$ cat src/rtl/prefetch_queue.sv
// Sequential-fetch prefetch queue: issues word fetches on a credit basis and buffers {pc, word} for the decoder.
// Optional build macro PREFETCH_BYPASS_EN forwards a response straight to the decoder when the queue is empty.
module prefetch_queue #(
   parameter int unsigned       DATA_W     = 32,
   parameter int unsigned       ADDR_W     = 32,
   parameter int unsigned       DEPTH      = 4,
   parameter logic [ADDR_W-1:0] RESET_ADDR = '0,
   parameter int unsigned       STEP       = 4
) (
   input  logic                     clk,
   input  logic                     reset,
   output logic                     fetch_req,
   output logic [ADDR_W-1:0]        fetch_addr,
   input  logic                     mem_valid,
   input  logic [DATA_W-1:0]        mem_rdata,
   input  logic                     flush,
   input  logic [ADDR_W-1:0]        flush_addr,
   output logic                     ins_valid,
   output logic [DATA_W-1:0]        ins,
   output logic [ADDR_W-1:0]        ins_pc,
   input  logic                     ins_ready,
   output logic [$clog2(DEPTH):0]   count
);
   localparam int PW = $clog2(DEPTH);
   localparam int CW = PW + 1;

   logic [ADDR_W-1:0] fpc;
   logic [CW-1:0]     cnt_q, cnt_n, outstanding, discard;
   logic [PW-1:0]     rd_ptr, wr_ptr, rd_n, pc_rd, pc_wr;
   logic [DATA_W-1:0] data_q [DEPTH];
   logic [ADDR_W-1:0] pc_q   [DEPTH];
   logic [ADDR_W-1:0] pcf    [DEPTH];
   logic              ins_valid_q;
   logic [DATA_W-1:0] ins_q;
   logic [ADDR_W-1:0] ins_pc_q;
   logic [ADDR_W-1:0] head_pc;
   logic [CW:0]       credits;
   logic              keep, push, pop, byp_take, head_is_new;

   always_comb begin
      credits     = {1'b0, cnt_q} + {1'b0, outstanding};
      // Credits count in-flight requests too, so every response always has a slot.
      fetch_req   = !reset && !flush && (credits < (CW+1)'(DEPTH));
      fetch_addr  = fpc;
      head_pc     = pcf[pc_rd];
      keep        = mem_valid && (discard == '0) && !flush;
`ifdef PREFETCH_BYPASS_EN
      byp_take    = keep && (cnt_q == '0) && ins_ready;
`else
      byp_take    = 1'b0;
`endif
      push        = keep && !byp_take;
      pop         = ins_valid_q && ins_ready && !flush;
      rd_n        = pop ? rd_ptr + PW'(1) : rd_ptr;
      cnt_n       = cnt_q + CW'(push) - CW'(pop);
      head_is_new = push && (wr_ptr == rd_n);
   end

`ifdef PREFETCH_BYPASS_EN
   logic byp;
   assign byp       = keep && (cnt_q == '0);
   assign ins_valid = ins_valid_q || byp;
   assign ins       = byp ? mem_rdata : ins_q;
   assign ins_pc    = byp ? head_pc : ins_pc_q;
`else
   assign ins_valid = ins_valid_q;
   assign ins       = ins_q;
   assign ins_pc    = ins_pc_q;
`endif
   assign count = cnt_q;

   always_ff @(posedge clk) begin
      if (reset) begin
         fpc         <= RESET_ADDR;
         cnt_q       <= '0;
         outstanding <= '0;
         discard     <= '0;
         rd_ptr      <= '0;
         wr_ptr      <= '0;
         pc_rd       <= '0;
         pc_wr       <= '0;
         ins_valid_q <= 1'b0;
         ins_q       <= '0;
         ins_pc_q    <= '0;
      end else begin
         // The PC FIFO tracks every request, including ones later discarded.
         if (fetch_req) begin
            pcf[pc_wr] <= fpc;
            pc_wr      <= pc_wr + PW'(1);
         end
         if (mem_valid) pc_rd <= pc_rd + PW'(1);

         if (flush) begin
            fpc         <= flush_addr;
            cnt_q       <= '0;
            rd_ptr      <= '0;
            wr_ptr      <= '0;
            ins_valid_q <= 1'b0;
            // Pending discards are a subset of outstanding, so repeated flushes never over-count.
            outstanding <= outstanding - CW'(mem_valid);
            discard     <= outstanding - CW'(mem_valid);
         end else begin
            if (fetch_req) fpc <= fpc + ADDR_W'(STEP);
            outstanding <= outstanding + CW'(fetch_req) - CW'(mem_valid);
            if (mem_valid && (discard != '0)) discard <= discard - CW'(1);
            if (push) begin
               data_q[wr_ptr] <= mem_rdata;
               pc_q[wr_ptr]   <= head_pc;
               wr_ptr         <= wr_ptr + PW'(1);
            end
            rd_ptr      <= rd_n;
            cnt_q       <= cnt_n;
            ins_valid_q <= (cnt_n != '0);
            if (cnt_n != '0) begin
               ins_q    <= head_is_new ? mem_rdata : data_q[rd_n];
               ins_pc_q <= head_is_new ? head_pc : pc_q[rd_n];
            end else if (byp_take) begin
               ins_q    <= mem_rdata;
               ins_pc_q <= head_pc;
            end
         end
      end
   end
endmodule
$ cat config.mk
export PLATFORM = sky130hd
export DESIGN_NAME = prefetch_queue
export DESIGN_NICKNAME = d
export VERILOG_FILES = /design/src/rtl/prefetch_queue.sv
export SDC_FILE = /design/constraint.sdc
export NUM_CORES = 1
export LEC_CHECK = 0
export CORE_MARGIN = 2
export CORE_UTILIZATION = 40
export CTS_BUF_LIST = sky130_fd_sc_hd__clkbuf_16
export DETAILED_ROUTE_END_ITERATION = 10
export REMOVE_ABC_BUFFERS = 1
export SYNTH_ARGS = -nofsm -noshare
export SYNTH_HDL_FRONTEND = slang
export SYNTH_SLANG_ARGS = --single-unit
$ cat constraint.sdc
create_clock -name clk -period 7.4 [get_ports clk]
set_input_delay 0.74 -clock clk [delete_from_list [all_inputs] [get_ports clk]]
set_output_delay 0.74 -clock clk [all_outputs]
set_load 0.05 [all_outputs]
======== Word-level counts from Yosys, hierarchy flattened ========
Memory sizes are Yosys's and may differ from the RTL's. A register that Yosys moved wholly into a read port is not among the register bits.
Cells that the tools add are included.
cells by class
  add/subtract/negate cells ............... 12
  $mul .................................... 0
  divide/modulo/power cells ............... 0
  order comparisons ....................... 1
  equal/unequal tests ..................... 0
  shift operators ......................... 0
  multiplexer cells ....................... 15
  bitwise operators ....................... 1
  reductions and logical operators ........ 16
operators by type and width
  operator               count
  $mux 32                2
  $add 32x3->32 const B  1
  $mux 3                 3
  $sub 3x1->3            3
  $add 2x1->2 const B    4
  $logic_and 1x1->1      7
  $mux 1                 7
  $add 3x1->3            2
  $mux 2                 3
  $reduce_bool 3->1      2
  $add 3x3->4            1
  $lt 4x3->1 const B     1
  $reduce_bool 2->1      2
  $logic_not 3->1        1
  $sub 3x1->3 const B    1
  $logic_not 1->1        2
  $reduce_and 2->1       1
  $reduce_or 2->1        1
  $not 1->1              1
storage, ports and cells
  bits in registers ....................... 50
  bits in latches ......................... 0
  memory bits (writable) .................. 384
  bits in read-only memories .............. 0
  input port bits ......................... 69
  output and inout port bits .............. 101
  logic and storage cells ................. 57
  memories kept ........................... 3
memory list
  memory  words  width  read ports  clocked after Yosys merged registers in  wr ports  RTL line  RTL
  data_q  4      32     1           1                                        1         30        logic [DATA_W-1:0] data_q [DEPTH];
  pc_q    4      32     1           1                                        1         31        logic [ADDR_W-1:0] pc_q [DEPTH];
  pcf     4      32     1           1                                        1         32        logic [ADDR_W-1:0] pcf [DEPTH];

======== Depth between registers and ports, before layout ========
Gate-level depths: netlist of the first run.
  depth after elaboration ................. 7
  mapped depth ............................ 15
  gate-level depth less buffers ........... 12

======== Worst setup path before layout of the first run ========
No wires, ideal clock.
  kind .................................... input-to-reg
  start ................................... input port reset
  end ..................................... memory data_q[1][0], enable pin
  library setup time ...................... 0.429 ns
  arrival time ............................ 3.617 ns
  required time ........................... 6.971 ns
  path slack .............................. 3.354 ns
  stages .................................. 7
  buffers on the path ..................... 4
  cell sequence ........................... buf_6 or2_2 clkbuf_1 nor2_1 clkbuf_1 clkbuf_1 and2_1
between the ends
  longest elaborated chain between the ends .. 2
RTL lines
  element                       RTL line  RTL
  start, declared               11        input logic reset,
  $mux 1                        73        if (reset) begin
  $mux 1 (not written as such)  107       data_q[wr_ptr] <= mem_rdata;
  end, declared                 30
Every way passes these cells.

======== Worst setup path in the final report of the first run ========
  start ................................... input port flush
  end ..................................... output port fetch_req
between the ends
  longest elaborated chain between the ends .. 3
RTL lines
  element                         RTL line  RTL
  start, declared                 16        input logic flush,
  $logic_not 1->1                 43        fetch_req = !reset && !flush && (credits < (CW+1)'(DEPTH));
  $logic_and 1x1->1 (2 in a row)  43
  end, declared                   12        output logic fetch_req,
Every way passes these cells.

==> results.ini, run 1 <==
[outcome]
outcome=finished clean

[worst_setup_path]
crit_top_cell=buf_4
cp_top_family=buffers and inverters
crit_type=primary input to output pin
path_depth=6
r2r_start=rd_ptr[1]$_SDFF_PP0_
reg2reg_to=ins_pc[3]$_SDFFE_PP0P_
path_buf_inv=4
reg2reg_depth=7
endpoint_kind=output pin
crit_required_ns=6.66
reg2reg_setup_slack_ns=3.75
cp-start-kind=primary input
path_cells=buf_4 > buf_4 > or4_4 > or3_4 > clkinv_2 > clkdlybuf4s50_1
critPathArrivalTime_ns=3.62
slowest_stage=clkdlybuf4s50_1
cp_max_fo=41
crit_path_max_incr_delay_ns=0.85

[global_route]
grt_max_degree=69
grt_pass1_wl_mm=84.1
grt-ovfl-total=0
grt_pass1_vias=13800
grt_usage_pct=19.7
antenna_found_initial=0

[sta]
period_minus_slack_ns=4.36
finalSetupViolCount=0
slew_violations=0
grt_setup_unrepaired=no
tightest_slew_ns=0.986
slew_headroom_pct=34.3
timing.final.crit_share_pct=58.9
final_hold_viol_count=0
skew_ns=0.0212
fmax_ghz=0.229

[pwr]
switching_power_uw=1640
p_seq_share_pct=49.5
combPwrFrac_pct=12.0
intPower_uw=4870
vdd_drop_max_v=0.000155
switching_share_pct=25.2
p_leak_uw=0.00870
power_frac_clock_pct=38.6
p_per_area_mw_per_mm2=258

[clock_tree]
clockBufferDepth=3
cts.sinks=500
clk_latency_ns=0.59
post_cts_buffers=0
cts.htree.levels=2
cts_buffers=51
clkTransAtPathRegs_ns=0.06
cts_tree=done
cts-root-buf=clkbuf_16
ctsHoldBuffers=0
cts-resized-gates=0

[die]
initial_core_util_pct=40.5
die_h_um=235
die_area_mm2=0.0551
coreArea_mm2=0.0527
io_pins=170
fp.dieW_um=235
rows=84

[min_path]
hp-start=ins_pc[30]$_SDFFE_PP0P_
worstHoldPathCells=2
whs_endpoint=ins_pc[30]$_SDFFE_PP0P_
hold_path.class=register to register

[placed_design]
gp_congestion=0.774
dpl.hpwl_mm=31.7
io_buffer_count=169
dp_cells=2257

[synth]
synth.cell_area_mm2=0.0213
synth_edf_count=384
synth.distinct_cells=65
synth-seq-cells=500
seq_area_frac_synth_pct=65.0
async_flop_share_pct=0
synth_area_leader_cell=edfxtp_1
synth_area_leaders=edfxtp_1, dfxtp_1, mux4_2
synth_top_cells_by_count=edfxtp_1, nand2_1, dfxtp_1
synth_top_area_share_pct=54.1
synth_cells=1483
synth-main-ff-cell=edfxtp_1
ys_warn_count=0
synth.avg_cell_area_um2=14.4
yosysMostFrequentCell=edfxtp_1

[cells_and_area]
regArea_mm2=0.0139
num_antenna_cells=0
stdcell_count=2351
final_util_pct=48.0
synthToLayoutAreaGrowth_pct=18.6
nFillCells=4527
drive_gt1_share_pct=11.5
multi_input_area_mm2=0.00693
final_nets=1712

[route]
first_pass_iters=5
viasPerCell=5.81
drc=0
first_iter_violations=1047
num_vias=13700
antenna_left=0
post_drt_wl_per_cell_um=23.6
wirelength_mm=55.5

[job]
cap_violations=0

metrics by stage:
stage | cell area [um^2] | setup slack, ns | hold slack [ns] | setup TNS [ns] | power (uW)
detailed placement | 23700 | 3.02 | 0.449 | 0 | 4060
floorplan | 20800 | -2.83 | 0.463 | -169.71 | 3730
finish | 25300 | 3.04 | 0.457 | 0 | 6520
global placement | 23700 | 3.05 | 0.441 | 0 | 4050
CTS | 25300 | 3.04 | 0.466 | 0 | 6570
global route | 25300 | 2.94 | 0.490 | 0 | 6730
logic make-up after synthesis:
logic type	Yosys count	synth area share [%]
AOI/OAI and AO/OA	368	11.4
and+or+nand+nor	272	7.09
DFF	500	65.0
xor gates and xnor gates	14	0.675
muxes	172	11.9
buffers and inverters	136	2.71
adders and majority gates	21	1.30
tightest hold or removal path, stage by stage, from the launching register on:
cell     delay, ns
dfxtp_1       0.32
nand2_1       0.04
o21ai_0       0.06
state kept, by name, indices dropped and copies added, names as in the netlist, named ones only:
signal       flops
data_q         128
pc_q           128
pcf            128
fetch_addr      32
ins             32
ins_pc          32
count            3
discard          3
outstanding      3
pc_rd            2
pc_wr            2
rd_ptr           2
wr_ptr           2
ins_valid        1
area by class of cell:
type	count	area share, %
Clock buffer	53	5.25
Clock inverter	41	1.20
Inverter	22	0.332
Multi-Input combinational cell	847	27.4
Sequential cell	500	54.8
Tap cell	688	3.41
Timing Repair Buffer	200	7.56
power by group through the flow:
stage	sequential [uW]	clock (uW)	combinational, uW
finish	3220	2510	780
global route	3230	2660	832
CTS	3220	2560	784
detailed placement	3280	0	781
global placement	3280	0	773
floorplan	3430	0	294
layer usage:
layer	share of wire, %	GRT usage, %	vias to the layer above
met4	2.5	6.23	0
met2	48	32.4	422
met1	44	26.7	6978
met3	5.2	3.07	89
li1	-	-	6173
met5	0	0	-
how the worst max path moves through the flow:
stage | slack, ns | endpoint | start
after detailed placement | 3.02 | ins_pc[15]$_SDFFE_PP0P_ | mem_valid
after global placement | 3.05 | fetch_req | flush
final | 3.04 | fetch_req | flush
after CTS | 3.04 | fetch_req | flush
after global routing | 2.94 | fetch_req | flush
after floorplan | -2.83 | ins_pc[0]$_SDFFE_PP0P_ | ins_valid$_SDFF_PP0_
cell usage in the layout (no fill, tap or decap), types with 8 or more instances in the layout:
cell / instances
edfxtp_1: 384
clkdlybuf4s50_1: 166
nand2_1: 126
dfxtp_1: 113
o21ai_0: 106
mux2i_1: 103
mux4_2: 64
a21oi_1: 53
clkbuf_16: 53
a31oi_1: 43
a221oi_1: 35
inv_1: 35
and4b_1: 34
a211oi_1: 34
a311oi_1: 34
o31ai_1: 33
nor2_1: 32
buf_4: 32
ha_1: 19
clkinv_1: 16
nand4_1: 10
and3_1: 9
xnor2_1: 9
and2_1: 8
(Power assumes the default switching activity.)
==> run 2, diff against run 1 <==
Clock period 7.4 ns to 4.35 ns, I/O delays scaled along.
==> results.ini, run 2 (same netlist as run 1, synthesis figures left out) <==
[outcome]
outcome=finished clean  ; unchanged

[cells_and_area]
mostFrequentLayoutCell=edfxtp_1  ; unchanged
num_antenna_cells=0  ; unchanged
final_nets=1718  ; was 1,712
final_util_pct=48.3  ; was 48.0%
synthToLayoutAreaGrowth_pct=19.4  ; was 18.6%
top_regs=data_q x128, pc_q x128, pcf x128  ; unchanged
design_area_mm2=0.0254  ; was 0.0253 mm^2
drive_gt1_share_pct=11.9  ; was 11.5%
final_cell_mix=edfxtp_1, clkdlybuf4s50_1, nand2_1  ; unchanged

[worst_setup_path]
crit_path_max_incr_delay_ns=0.86  ; was 0.85 ns
endpoint_kind=output pin  ; unchanged
slowest_stage=clkdlybuf4s50_1  ; unchanged
critPathArrivalTime_ns=3.47  ; was 3.62 ns
reg2reg_setup_slack_ns=1.09  ; was 3.75 ns
path_buf_inv=2  ; was 4
crit_type=register to output pin  ; was primary input to output pin
cp_max_fo=22  ; was 41
crit_required_ns=3.91  ; was 6.66 ns
path_cells=ha_1 > or4_4 > or3_4 > clkinv_2 > clkdlybuf4s50_1  ; was buf_4 > buf_4 > or4_4 > or3_4 > clkinv_2 > clkdlybuf4s50_1
cp_top_family=buffers and inverters  ; unchanged
reg2reg_to=ins[31]$_SDFFE_PP0P_  ; was ins_pc[3]$_SDFFE_PP0P_
cp-start-kind=register  ; was primary input
r2r_start=ins_valid$_SDFF_PP0_  ; was rd_ptr[1]$_SDFF_PP0_
reg2reg_depth=7  ; unchanged

[pwr]
p_leak_uw=0.00878  ; was 0.00870 uW
vdd_drop_max_v=0.000265  ; was 0.000155 V
p_per_area_mw_per_mm2=434  ; was 258 mW/mm^2

[min_path]
hp-start=flush  ; was ins_pc[30]$_SDFFE_PP0P_
worstHoldPathCells=3  ; was 2
whs_endpoint=discard[1]$_SDFFE_PP0P_  ; was ins_pc[30]$_SDFFE_PP0P_
hold_path.class=primary input to register  ; was register to register

[route]
wirelength_mm=55.8  ; was 55.5 mm
wl_met2_mm=27.3  ; was 26.8 mm
num_vias=13700  ; about the same
drc=0  ; unchanged
antenna_left=0  ; unchanged
dr_wl_met3_mm=3.25  ; was 2.89 mm
first_iter_violations=1176  ; was 1,047
first_pass_iters=5  ; unchanged
viasPerCell=5.82  ; was 5.81
post_drt_wl_per_cell_um=23.7  ; was 23.6 um
wl_met1_mm=24.2  ; was 24.4 mm
top_layer_used=met4  ; unchanged

[die]
die_h_um=235  ; unchanged
die_area_mm2=0.0551  ; unchanged
rows=84  ; unchanged
coreArea_mm2=0.0527  ; unchanged
io_pins=170  ; unchanged
fp.dieW_um=235  ; unchanged
initial_core_util_pct=40.5  ; unchanged

[sta]
period_minus_slack_ns=3.90
finalSetupViolCount=0  ; unchanged
slew_headroom_pct=27.8  ; was 34.3%
fmax_ghz=0.256
final_hold_viol_count=0  ; unchanged
slew_violations=0  ; unchanged
holdWs_ns=0.324  ; was 0.457 ns
grt_setup_unrepaired=no  ; unchanged
tightest_slew_ns=1.08  ; was 0.986 ns
timing.final.crit_share_pct=89.7
skew_ns=0.0219  ; was 0.0212 ns

[global_route]
grt_pass1_vias=13600  ; was 13,800
antenna_found_initial=0  ; unchanged
grt_pass1_wl_mm=84.5  ; was 84.1 mm
grt-ovfl-total=0  ; unchanged
grt_usage_pct=19.8  ; was 19.7%
grt_max_degree=130  ; was 69

[clock_tree]
clkTransAtPathRegs_ns=0.07  ; was 0.06 ns
cts-root-buf=clkbuf_16  ; unchanged
clk_latency_ns=0.59  ; about the same
cts.htree.levels=2  ; unchanged
cts_buffers=51  ; unchanged
cts_tree=done  ; unchanged
post_cts_buffers=0  ; unchanged
clockBufferDepth=3  ; unchanged
ctsHoldBuffers=0  ; unchanged
cts.sinks=500  ; unchanged
cts-resized-gates=0  ; unchanged

[job]
cap_violations=0  ; unchanged

[placed_design]
io_buffer_count=169  ; unchanged
gp_congestion=0.758  ; was 0.774
dpl.hpwl_mm=31.8  ; was 31.7 mm
dpl_cell_area_mm2=0.0238  ; was 0.0237 mm^2

run 2: cell count changes in the layout (fill, tap and decap cells not counted), sizes merged:
cell	before	now
clkdlybuf4s50	166	167
clkbuf	53	54
clkinvlp	4	0
buf	34	39
bufinv	5	3
clkinv	19	25
run 2: worst min-delay path: cells and delay by family:
kind | cells | cell delay [ns]
and+or+nand+nor | 1 | 0.13
buffers and inverters | 1 | 0.22
AOI/OAI and AO/OA | 1 | 0.06
run 2: power by group:
group,internal (uW),switching [uW],total [uW],leakage (uW)
Combinational,465,889,1350,0.00349
Sequential,5350,122,5480,0.00445
Clock,2400,1800,4200,0.000847
run 2: per-stage QoR:
step | setup WS (ns) | TNS, ns | instances | power, uW
2_1_floorplan | -5.88 | -545.96 | 1369 | 6340
3_3_place_gp | 0.590 | 0 | 2263 | 6910
3_5_place_dp | 0.505 | 0 | 2263 | 6940
4_1_cts | 0.426 | 0 | 2358 | 11100
5_1_grt | 0.353 | 0 | 2358 | 11400
6_report | 0.447 | 0 | 2358 | 11000
run 2: metal layers:
| layer | GRT usage, % | vias up |
|---|---|---|
| met3 | 3.25 | 70 |
| met4 | 5.37 | 0 |
| met2 | 32.5 | 420 |
| met5 | 0 | - |
| li1 | - | 6202 |
| met1 | 27.4 | 7021 |
run 2: worst max-delay path by stage:
| stage | start | endpoint | slack (ns) | cells past startpoint |
|---|---|---|---|---|
| 4_1_cts | count[2]$_SDFF_PP0_ | fetch_req | 0.43 | 5 |
| 2_1_floorplan | ins_valid$_SDFF_PP0_ | ins_pc[0]$_SDFFE_PP0P_ | -5.88 | 12 |
| 3_3_place_gp | ins_ready | ins[21]$_SDFFE_PP0P_ | 0.59 | 8 |
| 5_1_grt | count[2]$_SDFF_PP0_ | fetch_req | 0.35 | 5 |
| 6_report | count[2]$_SDFF_PP0_ | fetch_req | 0.45 | 5 |
| 3_5_place_dp | ins_ready | ins[29]$_SDFFE_PP0P_ | 0.51 | 8 |
run 2: cell type report:
type                    count  area (um^2)
clock buffers              54         1350
repair buffers            206         2100
flip-flops and latches    500        13900
inverters                  22         83.8
fillers                  4492        27200
clock inverters            41          249
multi-input cells         847         6930
well taps                 688          861
